$ cat src/rtl/mult_pkg.sv
// Shared definitions for the shift-add multiplier controller.
//   state_t : controller state encoding (2'b11 is unused and recovers to IDLE)
//   MULT_N  : default operand width
package mult_pkg;

  localparam int unsigned MULT_N = 8;

  typedef enum logic [1:0] {
    IDLE = 2'b00,
    CALC = 2'b01,
    DONE = 2'b10
  } state_t;

endpackage

$ cat src/rtl/nbit_ripple_adder.sv
// N-bit ripple-carry adder built from a chain of Full_Adder cells.
// Full_Adder ports:
//   A, B, Cin : one-bit addends and carry in
//   S, Cout   : sum bit and carry out
// nbit_ripple_adder ports:
//   A, B : N-bit addends
//   Cin  : carry into bit 0
//   S    : N-bit sum
//   Cout : carry out of bit N-1
module Full_Adder (
  input  logic A,
  input  logic B,
  input  logic Cin,
  output logic S,
  output logic Cout
);

  assign S    = A ^ B ^ Cin;
  assign Cout = (A & B) | (Cin & (A ^ B));

endmodule

module nbit_ripple_adder #(
  parameter int unsigned N = 8
) (
  input  logic [N-1:0] A,
  input  logic [N-1:0] B,
  input  logic         Cin,
  output logic [N-1:0] S,
  output logic         Cout
);

  logic [N:0] carry;

  assign carry[0] = Cin;
  assign Cout     = carry[N];

  for (genvar i = 0; i < N; i++) begin : g_fa
    Full_Adder u_fa (
      .A   (A[i]),
      .B   (B[i]),
      .Cin (carry[i]),
      .S   (S[i]),
      .Cout(carry[i+1])
    );
  end

endmodule

$ cat src/rtl/shift_add_mult_ctrl.sv
// Sequential N-bit unsigned shift-add multiplier. One shared ripple adder is
// reused over N add/shift iterations; a Start in IDLE launches a multiply and
// Done pulses once when the 2N-bit Product is ready.
// Ports:
//   Clk          : rising-edge clock
//   Rst_n        : synchronous active-low reset
//   Start        : multiply request, only honoured in IDLE
//   Multiplicand : operand M, captured with the accepted Start
//   Multiplier   : operand Q, captured with the accepted Start
//   Busy         : high while iterating (CALC)
//   Done         : one-cycle pulse, Product valid from this cycle on
//   Product      : M*Q, held until the next result is written
module shift_add_mult_ctrl
  import mult_pkg::*;
#(
  parameter  int unsigned N  = MULT_N,
  localparam int unsigned CW = $clog2(N + 1)
) (
  input  logic           Clk,
  input  logic           Rst_n,
  input  logic           Start,
  input  logic [N-1:0]   Multiplicand,
  input  logic [N-1:0]   Multiplier,
  output logic           Busy,
  output logic           Done,
  output logic [2*N-1:0] Product
);

  state_t        state;
  logic [N-1:0]  m;
  logic [N-1:0]  acc;
  logic [N-1:0]  q;
  logic [CW-1:0] count;

  logic [N-1:0]  addend;
  logic [N-1:0]  sum;
  logic          c;

  // Adding zero when Q[0] is clear makes {C,ACC} = {0,ACC} without a mux on the result.
  always_comb begin
    addend = '0;
    if (q[0]) addend = m;
  end

  nbit_ripple_adder #(.N(N)) u_adder (
    .A   (acc),
    .B   (addend),
    .Cin (1'b0),
    .S   (sum),
    .Cout(c)
  );

  always_ff @(posedge Clk) begin
    if (!Rst_n) begin
      state   <= IDLE;
      Busy    <= 1'b0;
      Done    <= 1'b0;
      Product <= '0;
      m       <= '0;
      acc     <= '0;
      q       <= '0;
      count   <= '0;
    end else begin
      Done <= 1'b0;
      case (state)
        CALC: begin
          // Add and shift in one step: the carry becomes the new ACC MSB and
          // the sum LSB moves into Q, so {C,ACC,Q} shifts right as one word.
          acc   <= {c, sum[N-1:1]};
          q     <= {sum[0], q[N-1:1]};
          count <= count + 1'b1;
          if (count == CW'(N - 1)) begin
            state <= DONE;
            Busy  <= 1'b0;
          end
        end
        DONE: begin
          Product <= {acc, q};
          Done    <= 1'b1;
          state   <= IDLE;
        end
        // IDLE and the unused 2'b11 code share this branch, so 2'b11 acts as IDLE.
        default: begin
          if (Start) begin
            m     <= Multiplicand;
            q     <= Multiplier;
            acc   <= '0;
            count <= '0;
            state <= CALC;
            Busy  <= 1'b1;
          end else begin
            state <= IDLE;
          end
        end
      endcase
    end
  end

endmodule

$ cat config.mk
export PLATFORM = sky130hd
export DESIGN_NAME = shift_add_mult_ctrl
export DESIGN_NICKNAME = d
export VERILOG_FILES = /design/src/rtl/mult_pkg.sv /design/src/rtl/nbit_ripple_adder.sv /design/src/rtl/shift_add_mult_ctrl.sv
export SDC_FILE = /design/constraint.sdc
export NUM_CORES = 1
export LEC_CHECK = 0
export ABC_AREA = 1
export BUFFER_PORTS_ARGS = -buffer_cell sky130_fd_sc_hd__clkbuf_2
export CORE_MARGIN = 4
export CORE_UTILIZATION = 50
export CTS_CLUSTER_SIZE = 14
export DETAILED_ROUTE_END_ITERATION = 10
export GPL_ROUTABILITY_DRIVEN = 0
export HOLD_SLACK_MARGIN = 0.15
export PLACE_DENSITY_LB_ADDON = 0.3
export SLEW_MARGIN = 40
export SYNTH_ARGS = -nofsm -noshare
export SYNTH_HDL_FRONTEND = slang
export SYNTH_HIERARCHICAL = 1
export SYNTH_SLANG_ARGS = --single-unit
$ cat constraint.sdc
create_clock -name Clk -period 3.9 [get_ports Clk]
set_input_delay 0.195 -clock Clk [delete_from_list [all_inputs] [get_ports Clk]]
set_output_delay 0.195 -clock Clk [all_outputs]
set_load 0.1 [all_outputs]
==> run metrics, run 1 <==
outcome=finished, final reports clean; fin util=0.604; total power=0.988 mW; ranking of synthesized cells by area=dfxtp_1 45%, nor2_1 12%, nand2_1 10%, o21ai_0 7.7%, fa_1 7.4%; Leak=1.22 nW; setup tns final=0 ns; vias=1791; worst setup path startpoint=q[0]; root buf cell=clkbuf_8; CP peak stage delay=0.48 ns; Sink Count=48; WP data required=~4 ns; clock buffer depth=2; Sw Ratio=0.250; crit path time final=3.75 ns; synthesized area=2150 um2; GRT Overall Usage=0.178; DRT antenna net count=0; Slew HR=0.500; Max Fclk=267 MHz; Pre-antenna DRT Iters=4; clock-pin transition on the worst setup and hold timing paths=0.09 ns; crit path cell chain=nand2_1 -> inv_1 -> fa_1 -> fa_1 -> fa_1 -> fa_2 -> fa_2 -> fa_2 -> fa_2 -> fa_1 -> nand2_1 -> a21oi_1; CP endpoint kind=flip-flop; WS Path Type=flip-flop to flip-flop; Pwr Density=~400 nW/um2; total gr overflow=0; vias in the first global route=~1700; max-slew violation count=0; Peak VDD IR=188 uV; IO Pins=37; element type at the critical path start=flip-flop; RSZ-0062 raised after global routing=no; ANT cells=0; post-DP HPWL=2920 um; cell taking the most area after synthesis=dfxtp_1; Die Area=around 5400 um2; Max Cap Violations=0; Comb pwr share=0.118; Synth Net Count=308; syn_area_per_cell=7.75 um2; #FFs+latches synth=48; CTS tree=yes; Die Y=73.6 um; worst reg2reg startpoint=q[0]; Hold Path Class=input port to flip-flop; Nets=343; final hold violations=0; Yosys top cell area share=0.446; Reg area=961 um2; hold path start=Multiplicand[6]; Worst-Margin Slew=0.751 ns; Reg power frac=0.530; distinct cell type count after synthesis=23; Vias/cell=approximately 4.9; row count=23; Starting Density=0.527; clock buffer count from CTS=5; routed wire length=roughly 4300 um; first-pass GRT wire length=7450 um; initial antenna violation count=0; worst-path maximum fanout=2; Clock Skews=about 0.0078 ns; Synth-to-Final Area Change=14.6%; Setup Buffers After CTS=0; slowest CP cell=fa_1; Max H-tree Level=2; Synth Instances=278; Clock power frac=0.351; later-pin clock latency in the skew report=roughly 0.30 ns; WP buf/inv=1; DRC=0; Seq/Total Area, Yosys=0.446; final worst-path cycle share=0.960; share of layout cells above drive strength 1=0.188; number of DRC markers in iteration 0=about 80; fill count=between 300 and 400; Core Region=4090 um2; wire per inst=11.8 um; CP arrival=approximately 4.0 ns; Die W=73.6 um; largest net degree at the start of global routing=38; multi-input logic area=1030 um2; Psw=0.246 mW; internal power=0.741 mW; Synth Warn #=6; port buffer count=36; family with the most delay on the worst path=adder cells; Final setup viols=0
==> cell usage after synthesis <==
library cell	n
nor2_1	69
nand2_1	60
dfxtp_1	48
o21ai_0	33
inv_1	14
a21oi_1	11
fa_1	8
clkbuf_1	6
nand3_1	5
ha_1	3
a21oi_2	2
buf_2	2
buf_6	2
clkinv_1	2
inv_2	2
inv_8	2
nand2_2	2
nand2_8	2
a211oi_1	1
buf_12	1
buf_4	1
conb_1	1
nand2_4	1
==> tightest hold or removal path: stages <==
cell      delay [ns]
clkbuf_2        0.07
o21ai_0         0.08
nor2_1          0.08
==> final timing paths <==
path / endpoint / depth (start not counted) / slack [ns]
worst min register to register: Busy / 2 / 0.47
worst max-delay path: acc[6] / 12 / 0.15
worst min-delay path: m[6] / 3 / 0.16
worst max register to register: acc[6] / 12 / 0.15
==> metal layers <==
metal,vias up,routed length (um),GRT usage
li1,934,-,-
met1,809,1930,0.228
met2,43,2020,0.293
met3,5,292,0.0328
met4,0,45,0.0724
met5,-,0,0
==> stage by stage <==
| step | hold WS, ns | instances | instance area [um2] | setup WS [ns] |
|---|---|---|---|---|
| 2_1_floorplan | 0.362 | 278 | 2160 | 0.0168 |
| 3_3_place_gp | 0.445 | 353 | 2320 | 0.0891 |
| 3_5_place_dp | 0.456 | 353 | 2320 | 0.0247 |
| 4_1_cts | 0.163 | 364 | 2460 | 0.00567 |
| 5_1_grt | 0.182 | 364 | 2470 | 0.0139 |
| 6_report | 0.164 | 364 | 2470 | 0.155 |
==> cells by family (layout without fill, tap and decap cells) <==
| logic type | after synthesis | in the layout | share of synthesized area |
|---|---|---|---|
| and+or+nand+nor | 139 | 139 | 0.266 |
| DFF | 48 | 48 | 0.446 |
| AOI/OAI and AO/OA | 47 | 47 | 0.114 |
| buffers and inverters | 32 | 68 | 0.0802 |
| adders and majority gates | 11 | 11 | 0.0918 |
| other | 1 | 1 | 0.00174 |
==> registers in the layout (all words and copies together), names as in the netlist <==
| name | flops |
|---|---|
| Busy | 1 |
| Done | 1 |
| Product | 16 |
| acc | 8 |
| count | 4 |
| m | 8 |
| q | 8 |
| state | 2 |
==> power by group through the flow <==
stage | registers, mW | clock network [mW] | logic [mW]
3_3_place_gp | 0.535 | 0 | 0.113
2_1_floorplan | 0.539 | 0 | 0.0877
5_1_grt | 0.527 | 0.377 | 0.134
6_report | 0.524 | 0.347 | 0.117
4_1_cts | 0.524 | 0.358 | 0.118
3_5_place_dp | 0.535 | 0 | 0.114
==> placed cells by master (no fill, tap or decap), drive strengths merged <==
cell type and n:
a21oi 13, nand2 65, bufinv 1, ha 3
a211oi 1, clkinv 3, buf 1, dfxtp 48
clkbuf 42, conb 1, inv 18, nand3 5
o21ai 33, dlygate4sd3 3, nor2 69, fa 8
==> repair_timing <==
item / in CTS / in global routing
endpoints found under the setup margin: 0 / 2
hold buffers: 3 / 0
endpoints found under the hold margin: 3 / 0
gates resized for setup: 0 / 3
==> cell type report <==
type                            instances  area share
Clock inverter                          2      0.0142
Timing Repair Buffer                   40      0.0882
Clock buffer                            6      0.0294
Sequential cell                        48       0.389
Multi-Input combinational cell        198       0.417
Tap cell                               50      0.0253
Inverter                               20      0.0365
Power figures use the tool's default switching activity.
==> run 2, diff against run 1 <==
CORE_MARGIN = 3   (was 4)
CORE_UTILIZATION = 55   (was 50)
clock period = 4.6 ns   (was 3.9 ns; I/O delays follow)
==> run 2 against run 1 <==
Compared with the run above: setup slack better by 0.37 ns; final cell count down 1.9%; count of clock-buffer cells in the layout up 1; clock power down 25%; sequential power down 15%; critical path type unchanged; largest cell class unchanged; highest routed layer unchanged.
==> run metrics, run 2 (synthesis results as in run 1) <==
commonest non-fill, non-tap cell in the layout=nor2_1; initial antenna violation count=0 (unchanged); worst-path maximum fanout=10 (+8); Reg2Reg Depth=12 (unchanged); setup tns final=0 ns (unchanged); worst setup path startpoint=q[0]; Vias/cell=5.03 (+2.2%); final hold violations=0 (unchanged); Sw Ratio=0.254 (+0.00482); Die Area=4700 um2 (-13%); Worst-Margin Slew=0.679 ns (-0.0713 ns); Max Cap Violations=0 (unchanged); cts hold-fix bufs=0 (-3); Synth-to-Final Area Change=11.8%; GRT Overall Usage=0.197 (+0.0188); clock-pin transition on the worst setup and hold timing paths=0.08 ns (about the same); Clock Skews=0.00474 ns (-0.00303 ns); Nets=339 (-1.2%); Comb pwr share=0.118 (about the same); Psw=0.204 mW (-17%); vias=1795 (+0.22%); RSZ-0062 raised after global routing=no; max-slew violation count=0 (unchanged); outcome=finished, final reports clean; Reg power frac=0.557 (+0.027); max reg flops=16 (unchanged); post-DP HPWL=2850 um (-2.1%); cts repair resizes=0 (unchanged); Hold Path Class=input port to flip-flop; share of layout cells above drive strength 1=0.175 (-0.0131); WP data required=4.82 ns (+0.70 ns); root buf cell=clkbuf_8; wire per inst=11.7 um (-0.96%); Leak=1.21 nW (-1.0%); DRC=0 (unchanged); number of DRC markers in iteration 0=116 (+41%); clock buffer count from CTS=5 (unchanged); worst reg2reg startpoint=q[0]; ANT cells=0 (unchanged); Slew HR=0.547 (+0.0476); Pre-antenna DRT Iters=4 (unchanged); post-route cell area=2410 um2 (-2.5%); most frequent cells in the layout=69 x nor2_1, 60 x nand2_1, 48 x dfxtp_1; CP endpoint kind=flip-flop; Core Region=3720 um2 (-9.1%); Setup Buffers After CTS=0 (unchanged); later-pin clock latency in the skew report=0.29 ns (about the same); port buffer count=36 (unchanged); Peak VDD IR=179 uV (-4.6%); crit path to=acc[6]; Die Y=68.6 um (-6.9%); Die W=68.6 um (-6.9%); total gr overflow=0 (unchanged); first-pass GRT wire length=6890 um (-7.6%); crit path time final=4.07 ns (+0.328 ns); internal power=0.598 mW (-19%); DP Area=2310 um2 (-0.54%); register with the most flip-flops=Product; routed wire length=4170 um (-2.9%); Sink Count=48 (unchanged); Final setup viols=0 (unchanged); Max Fclk=246 MHz (-8.1%); element type at the critical path start=flip-flop; DRT antenna net count=0 (unchanged); r2r setup slk=0.53 ns (+0.37 ns); clock buffer depth=2 (unchanged); Max H-tree Level=2 (unchanged); WS Path Type=flip-flop to flip-flop; vias in the first global route=1560 (-6.5%); IO Pins=37 (unchanged); largest net degree at the start of global routing=38 (unchanged); CTS tree=yes; RR Endpoint=acc[6]; Starting Density=0.579 (+0.0525); row count=22 (-4.3%); final worst-path cycle share=0.885 (-0.0749); Pwr Density=333 nW/um2 (-17%); total power=0.802 mW (-19%); Clock power frac=0.326 (-0.025); CP arrival=4.30 ns (+0.33 ns); hold path start=Multiplicand[7]; fill count=344 (-10%)
[run 2: layout make-up]
class                           instances  area [um2]  area share
Inverter                               20        90.1      0.0374
Sequential cell                        48         961       0.399
Clock buffer                            7        96.3      0.0400
Multi-Input combinational cell        198        1020       0.424
Tap cell                               48        60.1      0.0249
Timing Repair Buffer                   36         180      0.0748
[run 2: per-stage QoR]
stage | util | std cells | setup WS, ns | hold slack (ns)
after floorplan | - | 278 | 0.639 | 0.397
after global placement | 0.622 | 350 | 0.618 | 0.457
after detailed placement | 0.622 | 350 | 0.548 | 0.463
after CTS | 0.648 | 357 | 0.525 | 0.184
after global routing | 0.648 | 357 | 0.368 | 0.214
final | 0.648 | 357 | 0.527 | 0.182
[run 2: power by group through the flow]
stage / Sequential (mW) / Combinational (mW) / Clock [mW]
6_report: 0.447 / 0.0943 / 0.261
5_1_grt: 0.449 / 0.108 / 0.283
4_1_cts: 0.447 / 0.0951 / 0.267
3_5_place_dp: 0.456 / 0.0940 / 0
3_3_place_gp: 0.456 / 0.0921 / 0
2_1_floorplan: 0.457 / 0.0736 / 0
[run 2: worst min path at each step]
stage                     endpoint  slack, ns  depth (start not counted)
after floorplan               m[0]       0.40                          2
after global placement        Busy       0.46                          2
after detailed placement      Busy       0.46                          2
after CTS                     m[7]       0.18                          3
after global routing          m[4]       0.21                          3
final                         m[7]       0.18                          3
[run 2: critical path, stage by stage (launching register included)]
cell and delay (ns):
dfxtp_1 0.41, nand2_1 0.11, inv_1 0.05, fa_1 0.40, fa_1 0.39, fa_1 0.39
fa_1 0.40, fa_1 0.40, fa_1 0.40, fa_1 0.39, fa_1 0.49, nand2_1 0.05
a21oi_1 0.13
[run 2: routing by layer]
layer,vias up,wire length (um),share of wire,track usage
met1,806,1930,0.46,0.239
met4,0,54,0.013,0.0670
li1,930,-,-,-
met5,-,0,0,0
met3,7,235,0.056,0.0454
met2,52,1940,0.47,0.340
